`src/rtl/calc_cmd_sequencer.sv`:
```
// Feeder for the RPN calculator: buffers 20-bit command words, replays each
// complete start..done transaction gap-free on calc_data, and captures the result.
module calc_cmd_sequencer #(
  parameter int DEPTH = 16
) (
  input  logic        ck,
  input  logic        rst_l,
  input  logic [19:0] in_word,
  input  logic        in_valid,
  output logic        in_ready,
  output logic [19:0] calc_data,
  input  logic [15:0] calc_result,
  input  logic        calc_protocolError,
  input  logic        calc_stackOverflow,
  input  logic        calc_dataOverflow,
  input  logic        calc_unexpectedDone,
  input  logic        calc_correct,
  output logic [15:0] out_result,
  output logic [4:0]  out_flags,
  output logic        out_valid,
  input  logic        out_ready,
  output logic        seq_overrun,
  output logic        busy
);

  localparam int AW = $clog2(DEPTH);
  localparam int CW = AW + 1;

  typedef enum logic [1:0] {
    S_IDLE,
    S_ISSUE,
    S_CAPTURE
  } state_e;

  state_e        state_q, state_d;
  logic [19:0]   mem_q [DEPTH];
  logic [AW-1:0] wr_ptr_q, wr_ptr_d;
  logic [AW-1:0] rd_ptr_q, rd_ptr_d;
  logic [CW-1:0] count_q, count_d;
  logic [CW-1:0] done_cnt_q, done_cnt_d;
  logic [19:0]   calc_data_q, calc_data_d;
  logic [15:0]   out_result_q, out_result_d;
  logic [4:0]    out_flags_q, out_flags_d;
  logic          out_valid_q, out_valid_d;
  logic          seq_overrun_q, seq_overrun_d;

  logic          full;
  logic          push;
  logic          pop;
  logic          overrun;
  logic [19:0]   head;

  // No pass-through: a full FIFO refuses a word even if it pops this cycle.
  assign full    = (count_q == CW'(DEPTH));
  assign push    = in_valid && !full;
  assign pop     = (state_q == S_ISSUE);
  assign head    = mem_q[rd_ptr_q];
  assign overrun = full && (done_cnt_q == '0) && (state_q == S_IDLE);

  always_comb begin
    // NOTE: every signal gets a default before any branch so no latch is inferred.
    state_d       = state_q;
    calc_data_d   = calc_data_q;
    out_result_d  = out_result_q;
    out_flags_d   = out_flags_q;
    out_valid_d   = out_valid_q;
    seq_overrun_d = overrun;
    wr_ptr_d      = wr_ptr_q;
    rd_ptr_d      = rd_ptr_q;
    count_d       = count_q;
    done_cnt_d    = done_cnt_q;

    if (out_valid_q && out_ready) begin
      out_valid_d = 1'b0;
    end

    unique case (state_q)
      S_IDLE: begin
        calc_data_d = '0;
        if (done_cnt_q != '0 && !out_valid_q) begin
          state_d = S_ISSUE;
        end
      end
      S_ISSUE: begin
        // A done word is buffered, so the head is always valid here.
        calc_data_d = head;
        if (head[19]) begin
          state_d = S_CAPTURE;
        end
      end
      S_CAPTURE: begin
        out_result_d = calc_result;
        out_flags_d  = {calc_correct, calc_unexpectedDone, calc_dataOverflow,
                        calc_stackOverflow, calc_protocolError};
        out_valid_d  = 1'b1;
        calc_data_d  = '0;
        state_d      = S_IDLE;
      end
      default: state_d = S_IDLE;
    endcase

    // Full with no done word can never drain: flush to escape the deadlock.
    if (overrun) begin
      wr_ptr_d   = '0;
      rd_ptr_d   = '0;
      count_d    = '0;
      done_cnt_d = '0;
    end else begin
      if (push) wr_ptr_d = wr_ptr_q + AW'(1);
      if (pop)  rd_ptr_d = rd_ptr_q + AW'(1);
      count_d    = count_q + CW'(push) - CW'(pop);
      done_cnt_d = done_cnt_q + CW'(push && in_word[19]) - CW'(pop && head[19]);
    end
  end

  // NOTE: sequential state is assigned with <= so all flops update from pre-edge values.
  always_ff @(posedge ck or negedge rst_l) begin
    if (!rst_l) begin
      state_q       <= S_IDLE;
      wr_ptr_q      <= '0;
      rd_ptr_q      <= '0;
      count_q       <= '0;
      done_cnt_q    <= '0;
      calc_data_q   <= '0;
      out_result_q  <= '0;
      out_flags_q   <= '0;
      out_valid_q   <= 1'b0;
      seq_overrun_q <= 1'b0;
    end else begin
      state_q       <= state_d;
      wr_ptr_q      <= wr_ptr_d;
      rd_ptr_q      <= rd_ptr_d;
      count_q       <= count_d;
      done_cnt_q    <= done_cnt_d;
      calc_data_q   <= calc_data_d;
      out_result_q  <= out_result_d;
      out_flags_q   <= out_flags_d;
      out_valid_q   <= out_valid_d;
      seq_overrun_q <= seq_overrun_d;
    end
  end

  // NOTE: storage is left unreset; the pointers and count define which entries are live.
  always_ff @(posedge ck) begin
    if (push) begin
      mem_q[wr_ptr_q] <= in_word;
    end
  end

  assign in_ready    = !full;
  assign calc_data   = calc_data_q;
  assign out_result  = out_result_q;
  assign out_flags   = out_flags_q;
  assign out_valid   = out_valid_q;
  assign seq_overrun = seq_overrun_q;
  assign busy        = (state_q == S_ISSUE) || (state_q == S_CAPTURE);

endmodule
```
`config.mk`:
```
export PLATFORM = sky130hd
export DESIGN_NAME = calc_cmd_sequencer
export DESIGN_NICKNAME = d
export VERILOG_FILES = /design/src/rtl/calc_cmd_sequencer.sv
export SDC_FILE = /design/constraint.sdc
export NUM_CORES = 1
export LEC_CHECK = 0
export BUFFER_PORTS_ARGS = -buffer_cell sky130_fd_sc_hd__buf_2
export CAP_MARGIN = 25
export CORE_MARGIN = 10
export CORE_UTILIZATION = 53
export CTS_BUF_LIST = sky130_fd_sc_hd__clkbuf_16
export DETAILED_ROUTE_END_ITERATION = 10
export PLACE_DENSITY = 0.7
export SLEW_MARGIN = 0
export SYNTH_ARGS = -nofsm -noshare
export SYNTH_HDL_FRONTEND = slang
export SYNTH_SLANG_ARGS = --single-unit
```
`constraint.sdc`:
```
create_clock -name ck -period 4.6 [get_ports ck]
set_clock_uncertainty 0.2 [all_clocks]
set_input_delay 0.69 -clock ck [delete_from_list [all_inputs] [get_ports ck]]
set_output_delay 0.69 -clock ck [all_outputs]
set_load 0.02 [all_outputs]
```
==> impl_metrics.py <==
metrics = {
    "worst_setup_path": {
        "cp_top_family": "multiplexers",
        "startpoint_type": "flop",
        "setup.worst_path.class": "reg -> reg",
        "ff2ff_path_depth": 14,
        "critPathMaxStageDelay_ns": 0.61,
        "worstPathBufferInverterCount": 3,
        "crit_path_frequent_cell": "inv_1",
        "cp_max_fo": 11,
        "regToRegEndpoint": "done_cnt_q[4]",
        "r2r_slack_ns": 0.78,
        "end_kind": "flop",
        "r2r-start": "rd_ptr_q[2]",
        "worstPathRequired_ns": 4.83,
        "cp_slowest_cell": "mux4_1",
        "cp_data_arrival_time_ns": 4.04,
        "cp_cell_sequence": "mux4_1 -> mux2_2 -> mux2_4 -> and2_1 -> ha_1 -> inv_1 -> ha_1 -> inv_1 -> fa_1 -> inv_1 -> a21oi_1 -> nor2_1 -> or3_1 -> a21oi_1",
    },
    "clocking": {
        "worst_skew_pair.late_latency_ns": 0.51,
        "cts_tree": "done",
        "path_clk_slew_ns": 0.06,
        "numCtsBuffers": 39,
        "cts-root-buf": "clkbuf_16",
        "cts_max_level": 2,
        "clock_path_buffers": 3,
        "post_cts_buffers": 0,
        "post_cts_resized": 0,
        "ctsHoldBuffers": 0,
        "clkSinkCount": 383,
    },
    "synthesis": {
        "synth_area_um2": 15000,
        "postSynthCellCount": 759,
        "yosys.area_share.simple_pct": 2.62,
        "yosys.area.top_type_share_pct": 64.0,
        "seq_area_frac_synth_pct": 74.5,
        "synth.top_cells.by_count": "edfxtp_1 (320), mux4_2 (77), dfrtp_1 (63)",
        "synth_compound_area_share_pct": 2.01,
        "syn-num-nets": 827,
        "yosys-top-cells-area": "edfxtp_1 (64%), mux4_2 (12%), dfrtp_1 (10%)",
        "ys_types": 42,
        "synthAdderAreaFrac_pct": 2.02,
        "yosys_warnings": 0,
        "synth-async-reset-ratio_pct": 16.4,
        "synth.most_common_cell": "edfxtp_1",
        "avgSynthCellArea_um2": 19.8,
        "synth_xor_area_share_pct": 0.758,
        "synth_top_family_by_area": "multiplexers",
        "yosysTopAreaCell": "edfxtp_1",
        "ys_seq_elements": 383,
        "yosys_most_used_dff": "edfxtp_1",
        "yosys-mux-area-fraction_pct": 16.4,
        "synth_edf_count": 320,
    },
    "finish": {
        "num-fill-cells": 1923,
        "diodes": 0,
        "finalNonFillerCells": 1279,
        "design_area_um2": 17200,
        "drive_above_1_share_pct": 30.9,
        "fin_nets": 941,
        "area_delta_synth_final_pct": 14.4,
    },
    "timing": {
        "post-route-min-period_ns": 3.82,
        "period_share_pct": 82.9,
        "slew_headroom_pct": 34.9,
        "drv_slew": 0,
        "hold_slack_ns": 0.0896,
        "tightest_slew_ns": 0.975,
        "setup-violations-final": 0,
        "tns_ns": 0,
        "hold_viol_final": 0,
        "rsz0062_at_grt": "false",
        "final.setup.worst_slack_ns": 0.785,
        "fmax_ghz": 0.262,
    },
    "global_routing": {
        "grt_busiest_layer": "met2",
        "grt_max_degree": 64,
        "grtUsageMet1_pct": 23.5,
        "grt_overflow": 0,
        "grt_antenna_before_repair": 1,
        "grt_pass1_vias": 7838,
        "track_usage_pct": 17.5,
        "met2_usage_pct": 28.3,
        "grt_pass1_wl_um": 47800,
        "globalRouteMet3Util_pct": 3.40,
    },
    "die": {
        "io_pins": 90,
        "dieArea_um2": 35500,
        "placementRows": 61,
        "die_x_um": 188,
        "start_util_pct": 53.9,
        "die_h_um": 188,
        "coreArea_um2": 27900,
    },
    "power_and_ir_drop": {
        "p_leak_nw": 6.12,
        "vdd_drop_max_mv": 0.311,
        "p_per_area_nw_per_um2": 643,
    },
    "route": {
        "routedWlPerCell_um": 24.1,
        "drtAntennaViolNets": 0,
        "first_pass_iters": 5,
        "route.detailed.drc": 0,
        "wirelength_um": 30800,
        "vias": 7467,
        "viasPerCell": 5.84,
        "drt-initial-drc-count": 631,
    },
    "placed_design": {
        "dp.cells": 1209,
        "gp_congestion": 0.767,
        "pre_cts_slack_ns": 0.854,
        "dpl_cell_area_um2": 16000,
        "hpwl_um": 18000,
        "port-buffer-count": 89,
    },
    "status": {
        "status": "finished clean",
    },
    "flow_run": {
        "drv_cap": 0,
    },
    "hold_path": {
        "hp-class": "in -> async",
    },
}
## cell families (layout without fill, tap and decap cells)
family | after synthesis | after routing
buffers and inverters | 60 | 202
and+or+nand+nor | 81 | 81
AOI/OAI and AO/OA | 55 | 55
adders and majority gates | 23 | 23
xor gates and xnor gates | 13 | 13
muxes | 144 | 144
DFF | 383 | 383
## worst reg2reg max path, cell delays in order, from the launching register on
cell     delay, ns
dfrtp_1       0.58
mux4_1        0.61
mux2_2        0.31
mux2_4        0.27
and2_1        0.16
ha_1          0.26
inv_1         0.04
ha_1          0.19
inv_1         0.09
fa_1          0.22
inv_1         0.06
a21oi_1       0.14
nor2_1        0.08
or3_1         0.34
a21oi_1       0.17
## state kept, by name, summed over array words and instances, names as in the netlist
name / cells
mem_q: 320
calc_data: 20
out_result: 16
count_q: 5
done_cnt_q: 5
out_flags: 5
rd_ptr_q: 4
wr_ptr_q: 4
state_q: 2
out_valid: 1
seq_overrun: 1
## area by class of cell
type                    instances  area, um^2  area share, %
well taps                     378         473           2.75
clock buffers                  39         976           5.68
flip-flops and latches        383       11200           65.2
multi-input cells             316        3620           21.1
clock inverters                30         216           1.26
repair buffers                110         611           3.56
inverters                      23        86.3          0.503
## worst max-delay path by stage
stage / startpoint / endpoint / slack, ns / cells after the start
6_report: rd_ptr_q[2] / done_cnt_q[4] / 0.78 / 14
3_3_place_gp: rd_ptr_q[3] / done_cnt_q[4] / 1.00 / 14
2_1_floorplan: in_valid / mem_q[0][0] / 0.83 / 4
5_1_grt: rd_ptr_q[2] / done_cnt_q[4] / 0.65 / 14
3_5_place_dp: rd_ptr_q[2] / done_cnt_q[4] / 0.85 / 14
4_1_cts: rd_ptr_q[2] / done_cnt_q[4] / 0.81 / 14
## stage by stage
stage	power (mW)	util, %
final	11.0	61.6
after global routing	11.6	61.6
after CTS	11.1	61.6
after detailed placement	8.19	57.3
after global placement	8.02	57.3
after floorplan	7.19	-
## cell usage in the layout (no fill, tap or decap), types with 4 or more instances in the layout
cell,count
xor2_1,7
o21ai_1,19
nand2_1,8
xnor2_1,6
mux4_2,77
nor2_1,36
nor4_2,4
buf_2,89
nor2b_1,5
dfrtp_1,60
clkbuf_16,39
mux2i_1,40
a21oi_1,25
inv_1,25
edfxtp_1,320
clkinv_2,7
buf_4,20
mux2_2,25
and2_1,9
ha_1,21
clkinv_1,13
## power breakdown
part           internal (mW)  leakage (nW)  switching (mW)  total [mW]
logic                   1.55          1.87            1.86        3.41
registers               4.33          3.66           0.367        4.70
clock network           1.71         0.592            1.23        2.94
total                   7.59          6.12            3.46        11.0
## per-layer routing
layer / up-vias / wire [um]
met2: 254 / 15100
met4: 2 / 638
li1: 3235 / -
met5: - / 13
met3: 51 / 2010
met1: 3925 / 13000
Note: power is estimated with default switching activity, not from simulation.
